$ cat config.mk
export PLATFORM = sky130hd
export DESIGN_NAME = leaf_mem_arbiter
export DESIGN_NICKNAME = d
export VERILOG_FILES = /design/src/rtl/leaf_mem_arbiter.sv
export SDC_FILE = /design/constraint.sdc
export NUM_CORES = 1
export LEC_CHECK = 0
export CAP_MARGIN = 40
export CORE_AREA = 4 4 357 359
export DETAILED_ROUTE_END_ITERATION = 6
export DIE_AREA = 0 0 361 363
export PLACE_DENSITY = 0.3
export SKIP_LAST_GASP = 1
export SYNTH_ARGS = -nofsm -noshare
export SYNTH_HDL_FRONTEND = slang
export SYNTH_SLANG_ARGS = --single-unit
$ cat constraint.sdc
create_clock -name clk -period 2.1 [get_ports clk]
set_input_delay 0.21 -clock clk [delete_from_list [all_inputs] [get_ports clk]]
set_output_delay 0.21 -clock clk [all_outputs]
set_load 0.01 [all_outputs]
$ cat src/rtl/leaf_mem_arbiter.sv
// Three-requester arbiter for a single-port leaf SRAM: round-robin grants with burst locking,
// combinational grant/SRAM drive and a 1-cycle rvalid strobe aligned with the SRAM read latency.
module leaf_mem_arbiter #(
    parameter int DATA_WIDTH = 11,
    parameter int PATCH_SIZE = 5,
    parameter int LEAF_SIZE  = 8,
    parameter int NUM_LEAVES = 64,
    parameter int ADDR_WIDTH = $clog2(NUM_LEAVES)
) (
    input  logic                                       clk,
    input  logic                                       rst,
    input  logic [2:0]                                 req_valid,
    output logic [2:0]                                 req_ready,
    input  logic [2:0]                                 req_last,
    input  logic                                       req_web,
    input  logic [ADDR_WIDTH-1:0]                      req_addr0,
    input  logic [ADDR_WIDTH-1:0]                      req_addr1,
    input  logic [ADDR_WIDTH-1:0]                      req_addr2,
    input  logic [LEAF_SIZE*PATCH_SIZE*DATA_WIDTH-1:0] req_wleaf,
    output logic                                       leaf_mem_csb0,
    output logic                                       leaf_mem_web0,
    output logic [ADDR_WIDTH-1:0]                      leaf_mem_addr0,
    output logic [LEAF_SIZE*PATCH_SIZE*DATA_WIDTH-1:0] leaf_mem_wleaf0,
    output logic [2:0]                                 rvalid,
    output logic                                       busy
);

    typedef enum logic {S_OPEN = 1'b0, S_LOCKED = 1'b1} state_t;

    state_t      r_state, w_next_state;
    logic [1:0]  r_owner, w_next_owner;
    logic [1:0]  r_rr_ptr, w_next_rr_ptr;
    logic [2:0]  r_rvalid;
    logic [2:0]  w_ready;
    logic [1:0]  w_win;
    logic        w_acc;
    logic        w_win_last;

    // Grant: a ready bit is only ever raised for an asserted valid, so w_ready is the accepted one-hot.
    always_comb begin
        w_ready = 3'b000;
        if (!rst) begin
            if (r_state == S_LOCKED) begin
                case (r_owner)
                    2'd0:    w_ready = {2'b00, req_valid[0]};
                    2'd1:    w_ready = {1'b0, req_valid[1], 1'b0};
                    2'd2:    w_ready = {req_valid[2], 2'b00};
                    default: w_ready = 3'b000;
                endcase
            end else begin
                case (r_rr_ptr)
                    2'd1: begin
                        if      (req_valid[1]) w_ready = 3'b010;
                        else if (req_valid[2]) w_ready = 3'b100;
                        else if (req_valid[0]) w_ready = 3'b001;
                    end
                    2'd2: begin
                        if      (req_valid[2]) w_ready = 3'b100;
                        else if (req_valid[0]) w_ready = 3'b001;
                        else if (req_valid[1]) w_ready = 3'b010;
                    end
                    default: begin
                        if      (req_valid[0]) w_ready = 3'b001;
                        else if (req_valid[1]) w_ready = 3'b010;
                        else if (req_valid[2]) w_ready = 3'b100;
                    end
                endcase
            end
        end
    end

    assign req_ready  = w_ready;
    assign w_acc      = |w_ready;
    assign w_win      = w_ready[2] ? 2'd2 : (w_ready[1] ? 2'd1 : 2'd0);
    assign w_win_last = w_ready[2] ? req_last[2] : (w_ready[1] ? req_last[1] : req_last[0]);

    always_ff @(posedge clk) begin
        if (rst) begin
            r_state  <= S_OPEN;
            r_owner  <= 2'd0;
            r_rr_ptr <= 2'd0;
        end else begin
            r_state  <= w_next_state;
            r_owner  <= w_next_owner;
            r_rr_ptr <= w_next_rr_ptr;
        end
    end

    always_comb begin
        w_next_state  = r_state;
        w_next_owner  = r_owner;
        w_next_rr_ptr = r_rr_ptr;
        if (w_acc) begin
            if (w_win_last) begin
                w_next_state  = S_OPEN;
                w_next_rr_ptr = (w_win == 2'd2) ? 2'd0 : w_win + 2'd1;
            end else if (r_state == S_OPEN) begin
                w_next_state = S_LOCKED;
                w_next_owner = w_win;
            end
        end
    end

    always_comb begin
        leaf_mem_csb0   = 1'b1;
        leaf_mem_web0   = 1'b1;
        leaf_mem_addr0  = '0;
        leaf_mem_wleaf0 = '0;
        busy            = (r_state == S_LOCKED);
        if (w_acc) begin
            leaf_mem_csb0 = 1'b0;
            case (w_win)
                2'd0: begin
                    leaf_mem_web0   = req_web;
                    leaf_mem_addr0  = req_addr0;
                    leaf_mem_wleaf0 = req_wleaf;
                end
                2'd1:    leaf_mem_addr0 = req_addr1;
                default: leaf_mem_addr0 = req_addr2;
            endcase
        end
    end

    always_ff @(posedge clk) begin
        if (rst)                        r_rvalid <= 3'b000;
        else if (w_acc && leaf_mem_web0) r_rvalid <= w_ready;
        else                            r_rvalid <= 3'b000;
    end

    assign rvalid = r_rvalid;

endmodule

==> out/results.txt <==
Final Power -> 6.90 mW
Flops & latches, synth -> 8
Routed Antenna Nets -> 0
Worst Skew -> 0.00109 ns
Layout cells sized above 1 -> 0.647
Ys async rst share -> 0
R2R Setup Slk -> -0.29 ns
Root Buffer -> clkbuf_16
Fin crit share -> 1.29
Max-cap violations -> 0
Critical-path top delay cell -> dfxtp_4
Post-Route WL -> 111 mm
Status -> complete, but fails checks
Violations in the final reports -> setup timing
Commonest non-fill, non-tap cell in the layout -> clkdlybuf4s50_1
Final hold vios -> 0
Row count -> 129
Critical path's most frequent cell -> buf_12
Worst-Skew Late Latency -> 0.24 ns
Synth top area share -> 0.727
Main synth FF type -> dfxtp_1
Top Usage Layer GRT -> met2
Mapped Cells -> 620
CTS sink cnt -> 8
Die area -> 131000 µm²
Layout area overhead -> 474%
H-Tree Depth -> 1
Crit path required time -> 1.89 ns
Final worst slack -> -0.599 ns
Initial antenna violation count -> 105
Unrepaired setup endpoints after global routing -> true
Port buffer count -> 921
Vias in the first global route -> 10429
Cts hold-fix bufs -> 0
Fmax -> 370 MHz
Top-level I/O count -> 922
Filler cells -> 13715
Multi-input gate area -> 5200 µm²
Worst-case clock buffer depth -> 2
First-pass GRT wire length -> 129 mm
Critical path, cell by cell -> inv_4 -> ha_4 -> nor3b_4 -> a31oi_2 -> a21bo_4 -> buf_12 -> buf_12 -> buf_12 -> buf_16 -> buf_16 -> buf_6 -> and3_4 -> buf_6
Final setup fails -> 457
Core Area -> 124000 µm²
Max_slew headroom -> 0.627
Mapped Nets -> 1089
Slew Limit Fails -> 0
Setup crit start kind -> flop
Met2 Track Usage GR -> 0.226
Pre-Repair DR Iteration Count -> 5
CP max stage delay -> 0.36 ns
Vias -> 10513
Crit-path max FO -> 7
YS warnings -> 0
Register area -> 165 µm²
Dpl hpwl -> 90.6 mm
Hold Crit Class -> flop to flop
Pwr/cell area -> 317 nW/µm²
Largest cells by area after synthesis -> and3_1 (73%), clkbuf_1 (7.2%), dfxtp_1 (4.2%), buf_2 (3.0%), nor2_1 (1.7%)
Die width -> 361 µm
Max IR drop VDD -> 0.196 mV
Most frequent cells in the layout -> clkdlybuf4s50_1 (469), and3_4 (372), buf_6 (309)
CTS tree -> built
Grt met3 use -> 0.0650
Chip height -> 363 µm
WL per Instance -> 33.3 µm
Synth area leader -> and3_1
CTS Buf Count -> 3
# nets final -> 2136
Hold WS -> 0.507 ns
Count of cell types in the netlist -> 32
GRT met1 Usage -> 0.197
Starting Density -> 0.0306
Clk slew on worst S/H paths -> 0.04 ns
DRC viols -> 0
Setup TNS -> -221.34 ns
Min Tclk post-route -> 2.70 ns
Initial DRC Count -> 617
GRT Overall Usage -> 0.151
Placer Congestion -> 0.881
Cell Area, Synth -> 3790 µm²
Remaining Overflow, GRT -> 0
Largest net degree at the start of global routing -> 61
Slew @ Worst Pin -> 0.560 ns
Critical path type -> flop to output port
CP arrival -> 2.49 ns
Syn avg cell area -> 6.11 µm²
Vias per cell -> 3.15
Worst setup EP type -> output port
Seq/Total Area, Yosys -> 0.0423
Post-synth EDFFs -> 0
LEAKAGE -> 9.02 nW
==> path summary, 6_finish.rpt <==
path / startpoint / to / cells past startpoint
min reg2reg: r_owner[1] / r_owner[1] / 2
max reg2reg: r_rr_ptr[0] / r_owner[0] / 12
max: r_rr_ptr[0] / leaf_mem_wleaf0[147] / 13
min: r_owner[1] / r_owner[1] / 2
==> repair_timing <==
| item | 4_1_cts | 5_1_grt |
|---|---|---|
| buffers inserted | 66 | 47 |
| gates resized for setup | 1586 | 538 |
| hold endpoints to repair | 0 | 0 |
| gates cloned | 39 | 45 |
| setup endpoints to repair | 457 | 457 |
| pin swaps | 78 | 70 |
==> cell type report <==
class                   instances  share of cell area
repair buffers               1143               0.649
multi-input cells             501               0.239
well taps                    1637              0.0942
flip-flops and latches          8             0.00759
diodes                         32             0.00368
clock buffers                   3             0.00345
inverters                      10             0.00265
==> per-layer routing <==
| metal | up-vias | routed length, µm |
|---|---|---|
| li1 | 4421 | - |
| met3 | 167 | 11200 |
| met5 | - | 35 |
| met4 | 6 | 2300 |
| met1 | 5157 | 49000 |
| met2 | 762 | 48500 |
==> through the flow <==
stage | util | instance area [µm²] | instances | setup WS, ns
floorplan | - | 3790 | 620 | 0.0593
global placement | 0.130 | 16100 | 3128 | -1.07
detailed placement | 0.130 | 16100 | 3128 | -1.01
CTS | 0.153 | 18900 | 3235 | -0.647
global route | 0.175 | 21700 | 3323 | -0.679
finish | 0.176 | 21700 | 3334 | -0.599
==> Yosys cell counts, types with 3 or more instances <==
master	count
buf_2	23
clkbuf_1	73
and3_1	440
a221oi_1	6
dfxtp_1	8
nand2_1	5
nand2b_1	4
a21oi_1	3
buf_4	4
nor2b_1	4
nor2_1	17
o21ai_0	3
inv_1	8
==> power breakdown <==
group | leakage, nW | internal [mW] | switching, mW
combinational | 8.91 | 3.80 | 2.58
clock | 0.0372 | 0.247 | 0.0860
sequential | 0.0665 | 0.168 | 0.0172
total | 9.02 | 4.21 | 2.69
==> critical path, delay by kind of cell (launching register included) <==
family	cells	cell delay [ns]
buffers and inverters	8	0.96
DFF	1	0.36
and+or+nand+nor	2	0.32
AOI/OAI and AO/OA	2	0.32
adders and majority gates	1	0.25
==> sequential cells by signal (all words and copies together), names as in the netlist <==
register	count
r_rr_ptr	2
rvalid	3
busy	1
r_owner	2
==> cell families after synthesis <==
group | after synthesis | share of synthesized area
AOI/OAI and AO/OA | 23 | 0.0542
adders and majority gates | 2 | 0.00660
buffers and inverters | 111 | 0.124
DFF | 8 | 0.0423
muxes | 2 | 0.00528
and+or+nand+nor | 474 | 0.768
Note: power is estimated with default switching activity, not from simulation.
